File: src/rtl/frame_status_tx.sv
// Serialises a snapshot of the pulse settings as a command-format frame onto the uart_tx byte port.
// Define FRAME_CKSUM_EN to append a modulo-256 checksum byte (10-byte frame instead of 9).
module frame_status_tx #(
    parameter int         UART_BPS    = 9600,
    parameter int         CLK_FREQ    = 50_000_000,
    parameter logic [7:0] HEADER      = 8'h07,
    parameter int         BYTE_CYCLES = (CLK_FREQ / UART_BPS) * 11
) (
    input  logic        sys_clk,
    input  logic        sys_rst_n,
    input  logic        send_req,
    input  logic        en1,
    input  logic        en2,
    input  logic [15:0] pulse_width1,
    input  logic [15:0] pulse_width2,
    input  logic [15:0] pulse_gap,
    output logic [7:0]  tx_data,
    output logic        tx_flag,
    output logic        busy,
    output logic        done
);

    localparam int             CNT_W    = (BYTE_CYCLES > 1) ? $clog2(BYTE_CYCLES) : 1;
    localparam logic [CNT_W-1:0] CNT_LAST = CNT_W'(BYTE_CYCLES - 1);
`ifdef FRAME_CKSUM_EN
    localparam logic [3:0]     LAST_IDX = 4'd9;
`else
    localparam logic [3:0]     LAST_IDX = 4'd8;
`endif

    typedef enum logic [1:0] {IDLE, SEND, WAIT, DONE} state_t;

    state_t           state_q, state_d;
    logic [3:0]       idx_q, idx_d;
    logic [CNT_W-1:0] cnt_q, cnt_d;
    logic [7:0]       tx_data_q, tx_data_d;
    logic             tx_flag_q, tx_flag_d;
    logic             busy_q, busy_d;
    logic             done_q, done_d;
    logic             en1_q, en1_d;
    logic             en2_q, en2_d;
    logic [15:0]      w1_q, w1_d;
    logic [15:0]      w2_q, w2_d;
    logic [15:0]      gap_q, gap_d;
    logic [7:0]       cur_byte;

`ifdef FRAME_CKSUM_EN
    logic [7:0] cksum;

    assign cksum = HEADER + {7'b0, en1_q} + {7'b0, en2_q}
                 + w1_q[15:8] + w1_q[7:0]
                 + w2_q[15:8] + w2_q[7:0]
                 + gap_q[15:8] + gap_q[7:0];
`endif

    // Byte selected from the latched snapshot, never from the live inputs.
    always_comb begin
        cur_byte = 8'h00;
        case (idx_q)
            4'd0: cur_byte = HEADER;
            4'd1: cur_byte = {7'b0, en1_q};
            4'd2: cur_byte = {7'b0, en2_q};
            4'd3: cur_byte = w1_q[15:8];
            4'd4: cur_byte = w1_q[7:0];
            4'd5: cur_byte = w2_q[15:8];
            4'd6: cur_byte = w2_q[7:0];
            4'd7: cur_byte = gap_q[15:8];
            4'd8: cur_byte = gap_q[7:0];
`ifdef FRAME_CKSUM_EN
            4'd9: cur_byte = cksum;
`endif
            default: cur_byte = 8'h00;
        endcase
    end

    always_comb begin
        state_d   = state_q;
        idx_d     = idx_q;
        cnt_d     = cnt_q;
        tx_data_d = tx_data_q;
        tx_flag_d = 1'b0;
        busy_d    = busy_q;
        done_d    = 1'b0;
        en1_d     = en1_q;
        en2_d     = en2_q;
        w1_d      = w1_q;
        w2_d      = w2_q;
        gap_d     = gap_q;
        case (state_q)
            IDLE: begin
                if (send_req) begin
                    en1_d   = en1;
                    en2_d   = en2;
                    w1_d    = pulse_width1;
                    w2_d    = pulse_width2;
                    gap_d   = pulse_gap;
                    busy_d  = 1'b1;
                    idx_d   = 4'd0;
                    state_d = SEND;
                end
            end
            SEND: begin
                tx_data_d = cur_byte;
                tx_flag_d = 1'b1;
                cnt_d     = '0;
                state_d   = WAIT;
            end
            WAIT: begin
                // Slot lasts BYTE_CYCLES cycles here plus the SEND cycle.
                if (cnt_q == CNT_LAST) begin
                    if (idx_q == LAST_IDX) begin
                        done_d  = 1'b1;
                        state_d = DONE;
                    end else begin
                        idx_d   = idx_q + 4'd1;
                        state_d = SEND;
                    end
                end else begin
                    cnt_d = cnt_q + CNT_W'(1);
                end
            end
            DONE: begin
                busy_d  = 1'b0;
                state_d = IDLE;
            end
            default: state_d = IDLE;
        endcase
    end

    always_ff @(posedge sys_clk or negedge sys_rst_n) begin
        if (!sys_rst_n) begin
            state_q   <= IDLE;
            idx_q     <= 4'd0;
            cnt_q     <= '0;
            tx_data_q <= 8'h00;
            tx_flag_q <= 1'b0;
            busy_q    <= 1'b0;
            done_q    <= 1'b0;
            en1_q     <= 1'b0;
            en2_q     <= 1'b0;
            w1_q      <= 16'h0000;
            w2_q      <= 16'h0000;
            gap_q     <= 16'h0000;
        end else begin
            state_q   <= state_d;
            idx_q     <= idx_d;
            cnt_q     <= cnt_d;
            tx_data_q <= tx_data_d;
            tx_flag_q <= tx_flag_d;
            busy_q    <= busy_d;
            done_q    <= done_d;
            en1_q     <= en1_d;
            en2_q     <= en2_d;
            w1_q      <= w1_d;
            w2_q      <= w2_d;
            gap_q     <= gap_d;
        end
    end

    assign tx_data = tx_data_q;
    assign tx_flag = tx_flag_q;
    assign busy    = busy_q;
    assign done    = done_q;

endmodule

File: config.mk
export PLATFORM = sky130hd
export DESIGN_NAME = frame_status_tx
export DESIGN_NICKNAME = d
export VERILOG_FILES = /design/src/rtl/frame_status_tx.sv
export SDC_FILE = /design/constraint.sdc
export NUM_CORES = 1
export LEC_CHECK = 0
export ABC_AREA = 1
export CAP_MARGIN = 40
export CORE_MARGIN = 5
export CORE_UTILIZATION = 25
export DETAILED_ROUTE_END_ITERATION = 8
export GPL_TIMING_DRIVEN = 0
export PLACE_DENSITY = 0.48
export SYNTH_ARGS = -nofsm -noshare
export SYNTH_HDL_FRONTEND = slang
export SYNTH_SLANG_ARGS = --single-unit
export TNS_END_PERCENT = 100
File: constraint.sdc
create_clock -name sys_clk -period 4.36 [get_ports sys_clk]
set_input_delay 0.654 -clock sys_clk [delete_from_list [all_inputs] [get_ports sys_clk]]
set_output_delay 0.654 -clock sys_clk [all_outputs]
set_load 0.05 [all_outputs]
==> impl_metrics.toml, run 1 <==
[outcome]
status = "completed"

[die]
core-area_um2 = 16500
start_util_pct = 25.4
io_pins = 64
design.die.area_um2 = 19400
rows = 47
die-height_um = 139
die_w_um = 139

[clocking]
path_clk_slew_ns = 0.06
post_cts_resize_count = 0
cts_tree = "built"
post-cts-setup-buffer-count = 0
cts_buffer_depth = 2
numCtsBuffers = 9
htreeDepth = 3
clk_latency_ns = 0.35
cts_root_buffer = "clkbuf_16"
cts_sinks = 83
hold_buffers = 0

[finish]
n_antenna_cell = 0
drive_gt1_share_pct = 9.68
area_growth_pct = 30.5
final_cell_mix = "nand2_1, dfrtp_1, clkdlybuf4s50_1, nor2_1, inv_1"
finalCoreUtilization_pct = 33.1
fin_nets = 621
mostFrequentLayoutCell = "nand2_1"

[sta]
tightestPinTransition_ns = 0.567
rsz0062_at_grt = "no"
slew_headroom_pct = 62.2
period_share_pct = 50.7
drv_slew = 0
min_period_ns = 2.21
finalSetupViolCount = 0
whs_ns = 0.302
hold_viol = 0
fin_skew_ns = 0.00519
setup_tns_ns = 0
fmax_mhz = 452

[synthesis]
synthArstFlopShare_pct = 100
netlist_area_um2 = 4180
yosys-top-cells-area = "dfrtp_1, nand2_1, mux2_1"
synth-seq-cells = 83
yosysTopAreaCellShare_pct = 49.7
avgSynthCellArea_um2 = 8.57
syn-num-nets = 546
yosys_warnings = 0
synth_enable_flop_cells = 0
ys_types = 28
synth_cells = 488
synthFlopType = "dfrtp_1"
yosysSeqAreaShare_pct = 49.7
synth_top_area_cell = "dfrtp_1"

[setup_path]
crit_chain = "clkdlybuf4s50_1"
slowest_stage = "clkdlybuf4s50_1"
slowest_delay_ns = 0.82
crit_arrival_ns = 1.56
crit_required_ns = 3.71
crit_path_end_kind = "output pin"
cp_max_fo = 2
crit_type = "reg2out"
path_buf_inv = 1
cp-start-kind = "register"
crit_family = "buffers and inverters"

[min_path]
hold_path_class = "in2async"

[route]
drc = 0
firstDrtPassIters = 5
drt_iter0_drc = 139
wl_um = 11100
wire_per_inst_um = 14.0
viasPerCell = 4.34
drt.antenna.violating_nets = 0
vias = 3420

[power_and_ir_drop]
power_density_nw_per_um2 = 316
total_power_mw = 1.73
total_leakage_power_nw = 2.70
ir_drop_mv = 0.138

[grt]
overflow = 0
grt_max_degree = 44
antenna_found_initial = 0
grt_pass1_wl_um = 18300
grt_pass1_vias = 3475
track_usage_pct = 11.9

[placement]
post-dp-hpwl_um = 8360
gp_congestion = 0.830
numPortBuffers = 63

[run]
max_cap_violations = 0
[layout make-up]
class,instances,area (µm²)
timing repair buffer,64,656
tap,220,275
buffer,13,81.3
sequential,83,2080
inverter,47,176
clock inverter,4,97.6
multi-input combinational,345,1850
clock buffer,12,246
fill,1747,11000
[report_power, final]
group          switching, mW  internal [mW]  total [mW]
sequential                 0          0.770       0.770
combinational         0.0233         0.0430      0.0663
clock                  0.313          0.576       0.889
[metal layers]
layer	GRT usage, %	up-vias	share of wire (%)
met2	19.1	85	48
met4	4.58	0	2.1
met3	2.88	16	4.5
met1	15.6	1597	46
li1	-	1722	-
met5	0	-	0
[flip-flops by register name (all words and copies together), names as in the netlist]
| name | count |
|---|---|
| cnt_q | 16 |
| busy | 1 |
| gap_q | 16 |
| w1_q | 16 |
| idx_q | 4 |
| w2_q | 16 |
| en1_q | 1 |
| done | 1 |
| en2_q | 1 |
| state_q | 2 |
| tx_flag | 1 |
| tx_data | 8 |
[kinds of logic after synthesis]
family / count (synthesis) / synth area share [%]
and+or+nand+nor: 268 / 28.0
xor gates and xnor gates: 1 / 0.210
adders and majority gates: 5 / 1.50
buffers and inverters: 60 / 6.17
muxes: 39 / 10.5
AOI/OAI and AO/OA: 32 / 3.89
DFF: 83 / 49.7
[metrics by stage]
step | worst slack, ns | area, µm² | instances
2_1_floorplan | 2.91 | 4180 | 488
4_1_cts | 2.13 | 5460 | 788
6_report | 2.15 | 5460 | 788
5_1_grt | 2.12 | 5460 | 788
3_3_place_gp | -0.552 | 5090 | 771
3_5_place_dp | 2.09 | 5110 | 772
[worst paths after layout]
path / startpoint / slack (ns) / endpoint / cells after the start
setup / recovery: tx_data[1]$_DFFE_PN0P_ / 2.15 / tx_data[1] / 1
hold / removal: sys_rst_n / 0.30 / idx_q[0]$_DFFE_PN0P_ / 1
setup reg to reg: idx_q[0]$_DFFE_PN0P_ / 2.63 / idx_q[2]$_DFFE_PN0P_ / 10
hold reg to reg: busy$_DFFE_PN0P_ / 0.48 / busy$_DFFE_PN0P_ / 2
max in group asynchronous: sys_rst_n / 3.45 / w1_q[6]$_DFFE_PN0P_ / 2
min in group sys_clk: busy$_DFFE_PN0P_ / 0.48 / busy$_DFFE_PN0P_ / 2
[synthesized netlist by cell type (7+ instances only)]
master / number
a21oi_1: 13
buf_2: 7
dfrtp_1: 83
inv_1: 38
inv_2: 9
mux2_1: 35
nand2_1: 144
nand3_1: 34
nand4_1: 15
nor2_1: 55
nor2_2: 7
o21ai_0: 12
Note: power is estimated with default switching activity, not from simulation.
==> inputs of run 2 (changes only) <==
clock period = 2.31 ns   (was 4.36 ns; I/O delays follow)
==> results of run 2 <==
Same layout as run 1 (identical final DEF). Status: complete, but fails checks: negative hold slack.
Among the figures that moved: setup slack after placement 2.09 ns -> 0.348 ns; setup slack after layout 2.15 ns -> 0.406 ns; hold slack 0.302 ns -> -0.00551 ns; number of hold violations in the final report 0 -> 11; register-to-register setup slack 2.63 ns -> 0.58 ns; total power 1.73 mW -> 3.26 mW; worst IR drop on VDD 0.138 mV -> 0.261 mV
==> inputs of run 3 (changes only) <==
clock period = 1.9 ns   (was 2.31 ns; I/O delays follow)
==> run 3 against run 2 <==
  * The run now ends clean
  * Clock power grew 21%
  * Critical path depth did not move
  * Final area rose by 0.18%
  * Utilization is 0.061 points higher
  * Register-to-register slack lost 0.43 ns
  * Sequential cell count unchanged
==> impl_metrics.toml, run 3 (synthesis results as in run 1) <==
[grt]
grt_pass1_vias = 3475
antenna_found_initial = 0
grt_max_degree = 44
grt_pass1_wl_um = 18300
track_usage_pct = 11.9
overflow = 0

[sta]
fin_skew_ns = 0.00522
drv_slew = 0
rsz0062_at_grt = "no"
slew_headroom_pct = 62.1
whs_ns = 0.480
tightestPinTransition_ns = 0.568
min_period_ns = 1.84
period_share_pct = 97.0
setup_ws_ns = 0.0571
finalSetupViolCount = 0
fmax_mhz = 543
setup_tns_ns = 0
hold_viol = 0

[power_and_ir_drop]
total_power_mw = 3.96
ir_drop_mv = 0.318
total_leakage_power_nw = 2.70
power_density_nw_per_um2 = 725

[placement]
post-dp-hpwl_um = 8360
numPortBuffers = 63
post-place-ws_ns = -0.000208
gp_congestion = 0.830
post-place-cells = 772

[die]
die-height_um = 139
die_w_um = 139
design.die.area_um2 = 19400
rows = 47
start_util_pct = 25.4
core-area_um2 = 16500
io_pins = 64

[clocking]
clk_latency_ns = 0.35
htreeDepth = 3
path_clk_slew_ns = 0.06
cts_root_buffer = "clkbuf_16"
numCtsBuffers = 9
cts_sinks = 83
cts_tree = "built"
cts_buffer_depth = 2

[finish]
fin_nets = 622
final_cell_mix = "nand2_1, dfrtp_1, clkdlybuf4s50_1, nor2_1, inv_1"
area_growth_pct = 30.7
mostFrequentLayoutCell = "nand2_1"
drive_gt1_share_pct = 9.67
n_antenna_cell = 0
layoutNonFillerInstCount = 789

[setup_path]
cp_max_fo = 2
crit_family = "buffers and inverters"
ff2ff_path_depth = 10
crit_required_ns = 1.62
slowest_delay_ns = 0.82
crit_arrival_ns = 1.56
slowest_stage = "clkdlybuf4s50_1"
cp-start-kind = "register"
rr_endpoint = "idx_q[2]$_DFFE_PN0P_"
path_buf_inv = 1
r2r-start = "idx_q[0]$_DFFE_PN0P_"
r2r_setup_slack_ns = 0.15
crit_type = "reg2out"
crit_chain = "clkdlybuf4s50_1"
crit_path_end_kind = "output pin"

[route]
drc = 0
vias = 3425
firstDrtPassIters = 5
viasPerCell = 4.34
wl_um = 11100
wire_per_inst_um = 14.0
drt.antenna.violating_nets = 0
drt_iter0_drc = 158

[min_path]
min_from = "busy$_DFFE_PN0P_"
hold_path_class = "reg2reg"
worstHoldPathCells = 2
min_to = "busy$_DFFE_PN0P_"

[run]
max_cap_violations = 0

[outcome]
status = "completed"
run 3: cell types whose count changed in the layout (fill, tap and decap cells not counted), sizes merged:
cell and delta:
dlygate4sd3 +1
run 3: worst max path at each step:
stage | slack (ns) | end | start | cells after the start
after CTS | 0.04 | tx_data[1] | tx_data[1]$_DFFE_PN0P_ | 1
final | 0.06 | tx_data[1] | tx_data[1]$_DFFE_PN0P_ | 1
after detailed placement | -0.0002 | w1_q[13]$_DFFE_PN0P_ | send_req | 4
after global routing | 0.02 | tx_data[1] | tx_data[1]$_DFFE_PN0P_ | 1
after global placement | -2.64 | tx_data[3]$_DFFE_PN0P_ | sys_rst_n | 1
after floorplan | 0.47 | idx_q[3]$_DFFE_PN0P_ | idx_q[0]$_DFFE_PN0P_ | 10
run 3: where the power goes:
group	switching, mW	total, mW	internal, mW	leakage [nW]
sequential	0	1.77	1.77	1.07
clock	0.719	2.04	1.32	0.163
combinational	0.0538	0.154	0.100	1.47
run 3: area by class of cell:
cell class | count | area, µm²
Timing Repair Buffer | 65 | 666
Buffer | 13 | 81.3
Fill cell | 1747 | 11000
Clock inverter | 4 | 97.6
Multi-Input combinational cell | 345 | 1850
Sequential cell | 83 | 2080
Clock buffer | 12 | 246
Tap cell | 220 | 275
Inverter | 47 | 176
run 3: timing repair:
item                                    CTS  global route
hold buffers                              1             0
hold endpoints to repair                 40             0
endpoints found under the setup margin    0             0
gates resized for setup                   0             0
buffers inserted                          0             0
run 3: metal layers:
layer  track usage, %  up-vias  share of wire, %
met5                0        -                 0
met4             4.58        0               2.1
met3             2.88       16               4.1
met2             19.1       89                48
met1             15.6     1595                46
li1                 -     1725                 -
run 3: worst register-to-register path, cell delays in order (launching register included):
cell and delay, ns:
dfrtp_1 0.46, inv_1 0.09, ha_1 0.23, nand2_1 0.11, nor2_4 0.07, inv_2 0.11, nor2_2 0.05, nor2_2 0.21
nand3_2 0.15, nand2_1 0.10, nand2_1 0.06
run 3: per-stage QoR:
| step | utilization (%) | area, µm² |
|---|---|---|
| after floorplan | - | 4180 |
| after global placement | 30.9 | 5090 |
| after detailed placement | 31.0 | 5110 |
| after CTS | 33.2 | 5470 |
| after global routing | 33.2 | 5470 |
| final | 33.2 | 5470 |
==> edit 1, RTL diff (flow settings as in run 2) <==
`UART_BPS`: 9600 -> 19200.
--- a/src/rtl/frame_status_tx.sv
+++ b/src/rtl/frame_status_tx.sv
@@ -1,7 +1,7 @@
 // Serialises a snapshot of the pulse settings as a command-format frame onto the uart_tx byte port.
 // Define FRAME_CKSUM_EN to append a modulo-256 checksum byte (10-byte frame instead of 9).
 module frame_status_tx #(
-    parameter int         UART_BPS    = 9600,
+    parameter int         UART_BPS    = 19200,
     parameter int         CLK_FREQ    = 50_000_000,
     parameter logic [7:0] HEADER      = 8'h07,
     parameter int         BYTE_CYCLES = (CLK_FREQ / UART_BPS) * 11
Function: no difference found for any inputs over 10 cycles, from zero or initial values and one cycle with sys_rst_n low; that may be too few to reach the edited logic, so the function may still have changed.
==> edit 1 against run 2 <==
  * Sequential cell count shrank 1
  * Synthesized area grew 5.4%
  * Synthesized cell count grew 1.8%
  * Worst setup slack gained 25 ps
  * Cell area grew 2.9%
  * Die area grew 5.0%
  * Power shrank 11%
  * Wire length grew 1.1%
  * Hold slack gained 30 ps
==> edit 1: results (changes against run 2) <==
Parameter                              Value

STA
  Headroom to the max-slew limit    0.582 (was 0.622)
  Setup Skew    9.33 ps (was 5.19 ps)
  Final worst hold slack    24.6 ps (was -5.51 ps)

Cells and area
  Filler instances    1813 (was 1747)
  Fraction of layout cells with a size suffix above 1    0.184 (was 0.0968)
  Post-layout instance count excluding filler cells    802 (was 788)
  Nets    630 (was 621)

Synth
  Leading cell types by total area after synthesis    sky130_fd_sc_hd__dfrtp_1 47%, sky130_fd_sc_hd__nand2_1 14%, sky130_fd_sc_hd__mux2_4 13% (was sky130_fd_sc_hd__dfrtp_1 50%, sky130_fd_sc_hd__nand2_1 13%, sky130_fd_sc_hd__mux2_1 9.4%)
  Primary FF master, synth    sky130_fd_sc_hd__dfrtp_1 (unchanged)
  Part of the Yosys area used for sequential elements    0.466 (was 0.497)
  Number of distinct library cells after synthesis    26 (was 28)
  Top cells by count, synth    166 x sky130_fd_sc_hd__nand2_1, 82 x sky130_fd_sc_hd__dfrtp_1, 54 x sky130_fd_sc_hd__nor2_1, 43 x sky130_fd_sc_hd__inv_1, 39 x sky130_fd_sc_hd__mux2_4 (was 144 x sky130_fd_sc_hd__nand2_1, 83 x sky130_fd_sc_hd__dfrtp_1, 55 x sky130_fd_sc_hd__nor2_1, 38 x sky130_fd_sc_hd__inv_1, 35 x sky130_fd_sc_hd__mux2_1)
  Number of cells produced by synthesis    497 (was 488)
  Syn Nets    555 (was 546)

Worst setup path
  Data arrival, critical path    1530 ps (was 1560 ps)
  Register-to-Register Setup Slack    600 ps (was 580 ps)
  End of the worst register-to-register path    tx_data[5]$_DFFE_PN0P_ (was idx_q[2]$_DFFE_PN0P_)
  Crit Path Max Fanout    2 (unchanged)

GRT
  Vias in the first global route    3566 (was 3475)
  First-pass GRT wire length    18300 um (about the same)
  Maximum number of pins on one net before global-route repair    46 (was 44)
  Global-route total usage across every layer    0.116 (was 0.119)

Placed design
  Placed Area    0.00534 mm^2 (was 0.00511 mm^2)
  Post-placement setup slack    562 ps (was 348 ps)
  Global placer's final weighted congestion    0.809 (was 0.830)
  Half-perimeter wire length of the detailed placement result    8480 um (was 8360 um)
  Placed instance count    786 (was 772)

Pwr
  Sw Ratio    0.227 (was 0.195)
  Static leakage    2.83 nW (was 2.70 nW)
  Maximum ir drop on the vdd rail    378 uV (was 261 uV)

Drt
  Pre-antenna DRT Iters    6 (was 5)
  Top routing layer used    met4 (unchanged)
  Total detailed-routing wirelength    11200 um (was 11100 um)
  Number of design-rule violations left by the first detailed-router iteration    142 (was 139)
  Met3 wirelength from detailed routing    508 um (was 498 um)
  Length of routed wiring on met1    4980 um (was 5080 um)
  Met2 wire length    5600 um (was 5260 um)

Run status
  Outcome    complete, no violations (was finished with violations)
edit 1: stage by stage:
step | utilization | total power, mW | TNS [ps]
after floorplan | - | 1.47 | 0
after global placement | 0.308 | 1.59 | -185810
after detailed placement | 0.309 | 1.59 | 0
after CTS | 0.325 | 2.97 | 0
after global routing | 0.325 | 3.04 | 0
final | 0.325 | 2.91 | 0
edit 1: kinds of logic (layout without fill, tap and decap cells):
logic type	Yosys count	in the layout	share of synthesized area
and+or+nand+nor	277	277	0.275
muxes	41	41	0.138
xor gates and xnor gates	1	1	0.00199
DFF	82	82	0.466
adders and majority gates	5	5	0.0142
buffers and inverters	63	143	0.0670
AOI/OAI and AO/OA	28	28	0.0378
edit 1: worst max path at each step:
stage                             endpoint  cells after the start              startpoint  slack (ps)
floorplan            cnt_q[10]$_DFFE_PN0P_                      9    cnt_q[0]$_DFFE_PN0P_         900
global placement      w2_q[11]$_DFFE_PN0P_                      1               sys_rst_n       -2270
detailed placement  tx_data[5]$_DFFE_PN0P_                     10    idx_q[0]$_DFFE_PN0P_         560
CTS                             tx_data[6]                      1  tx_data[6]$_DFFE_PN0P_         410
global route                    tx_data[6]                      1  tx_data[6]$_DFFE_PN0P_         370
finish                          tx_data[6]                      1  tx_data[6]$_DFFE_PN0P_         430
edit 1: area by class of cell:
class / count / area (um^2) / area share
buffer: 11 / 98.8 / 0.0176
tap: 225 / 282 / 0.0502
sequential: 82 / 2050 / 0.366
multi-input combinational: 352 / 2060 / 0.367
clock buffer: 9 / 225 / 0.0401
timing repair buffer: 64 / 648 / 0.115
clock inverter: 7 / 51.3 / 0.00914
inverter: 52 / 196 / 0.0350
edit 1: layer usage:
layer / up-vias / global-route usage
met4: 0 / 0.0440
met1: 1628 / 0.142
li1: 1722 / -
met5: - / 0
met3: 4 / 0.0338
met2: 66 / 0.194
edit 1: power by group through the flow:
stage | clock (mW) | combinational, mW | sequential [mW]
finish | 1.35 | 0.125 | 1.44
CTS | 1.40 | 0.130 | 1.44
global placement | 0 | 0.126 | 1.46
detailed placement | 0 | 0.130 | 1.46
floorplan | 0 | 0.00212 | 1.46
global route | 1.47 | 0.140 | 1.43
==> edit 2, RTL diff (flow settings as in run 2) <==
Without the edit above. Re-encode `state_t` (4 states) as one-hot, 4 bits wide.
--- a/src/rtl/frame_status_tx.sv
+++ b/src/rtl/frame_status_tx.sv
@@ -28,7 +28,7 @@
     localparam logic [3:0]     LAST_IDX = 4'd8;
 `endif
 
-    typedef enum logic [1:0] {IDLE, SEND, WAIT, DONE} state_t;
+    typedef enum logic [3:0] {IDLE = 4'b0001, SEND = 4'b0010, WAIT = 4'b0100, DONE = 4'b1000} state_t;
 
     state_t           state_q, state_d;
     logic [3:0]       idx_q, idx_d;
Behaviour: same outputs for any inputs over 10 cycles, from zero or initial values and one cycle with sys_rst_n low; not proved beyond that.
==> edit 2 against run 2 <==
  * Synthesized area is 0.36% higher
  * Worst setup slack better by 3.9 ps
  * Wire length up 3.7%
  * Maximum frequency is 0.20% higher
  * Hold slack better by 15 ps
  * Sequential share of layout area is 1.2 points higher
  * Cell area decreased by 0.55%
  * Sequential cell count increased by 2
  * Highest routed layer unchanged
Power is not compared: it rests on default switching activity, and its combinational part moved more than twofold at a synthesized area within 25%.
==> edit 2: results (changes against run 2) <==
Parameter                              Value

Run status
  Outcome    complete, no violations (was finished with violations)

Placed design
  Half-perimeter wire length of the detailed placement result    8670 um (was 8360 um)
  Placed Area    0.00513 mm^2 (was 0.00511 mm^2)
  Global placer's final weighted congestion    0.897 (was 0.830)
  Post-placement setup slack    342 ps (was 348 ps)
  Placed instance count    824 (was 772)

Floorplan
  Horizontal extent of the die    140 um (was 139 um)

Drt
  Met3 wirelength from detailed routing    561 um (was 498 um)
  Length of routed wiring on met1    5620 um (was 5080 um)
  Met2 wire length    5160 um (was 5260 um)
  Average wire per cell in the routed design    13.7 um (was 14.0 um)
  Number of design-rule violations left by the first detailed-router iteration    223 (was 139)

Cells and area
  Filler instances    1755 (was 1747)
  Fraction of area in registers    0.392 (was 0.381)
  Non-clk bufs    79 (was 77)
  Layout overhead on the synthesized area    29.3% (was 30.5%)
  Signal buf overhead    0.140 (was 0.135)
  Share of final layout cell area taken by clock buffers and inverters    0.0551 (was 0.0631)
  Invs w/o clock    81 (was 47)

Synth
  Part of the Yosys area used for sequential elements    0.507 (was 0.497)
  Number of distinct library cells after synthesis    26 (was 28)
  Syn Nets    598 (was 546)
  Share of cell area taken by muxes after synthesis    0 (was 0.105)
  Leading cell types by total area after synthesis    sky130_fd_sc_hd__dfrtp_1 50%, sky130_fd_sc_hd__nand2_1 15%, sky130_fd_sc_hd__inv_1 7.0% (was sky130_fd_sc_hd__dfrtp_1 50%, sky130_fd_sc_hd__nand2_1 13%, sky130_fd_sc_hd__mux2_1 9.4%)
  Top cells by count, synth    170 x sky130_fd_sc_hd__nand2_1, 84 x sky130_fd_sc_hd__dfrtp_1, 78 x sky130_fd_sc_hd__inv_1, 58 x sky130_fd_sc_hd__o21ai_0, 48 x sky130_fd_sc_hd__nor2_1 (was 144 x sky130_fd_sc_hd__nand2_1, 83 x sky130_fd_sc_hd__dfrtp_1, 55 x sky130_fd_sc_hd__nor2_1, 38 x sky130_fd_sc_hd__inv_1, 35 x sky130_fd_sc_hd__mux2_1)
  Area share of fa/ha/maj cells after synthesis    0.0149 (was 0.0150)

GRT
  Met1 Resource Use GR    0.173 (was 0.156)
  Maximum number of pins on one net before global-route repair    45 (was 44)
  First-pass GRT wire length    19300 um (was 18300 um)
-- edit 2: changes by cell type in the layout (fill, tap and decap cells not counted), sizes merged, moves of 3 or more --
cell / before / now
o21ai: 18 / 61
mux2: 39 / 0
inv: 47 / 82
nand2: 151 / 174
o22ai: 0 / 16
nor2: 64 / 49
a21oi: 13 / 1
nand3: 35 / 26
nand4: 15 / 12
nor3: 2 / 5
o21bai: 0 / 3
xor2: 1 / 4
-- edit 2: final timing paths --
path                                         from                     end  slack [ps]  depth (start not counted)
max in group asynchronous               sys_rst_n  state_q[0]$_DFFE_PN1P_        1620                          2
max                        tx_data[1]$_DFFE_PN0P_              tx_data[1]         410                          1
min in group sys_clk            en2_q$_DFFE_PN0P_       en2_q$_DFFE_PN0P_         470                          2
max reg2reg                  cnt_q[0]$_DFFE_PN0P_   cnt_q[12]$_DFFE_PN0P_         470                         10
min                                     sys_rst_n    cnt_q[0]$_DFFE_PN0P_           9                          1
min reg2reg                     en2_q$_DFFE_PN0P_       en2_q$_DFFE_PN0P_         470                          2
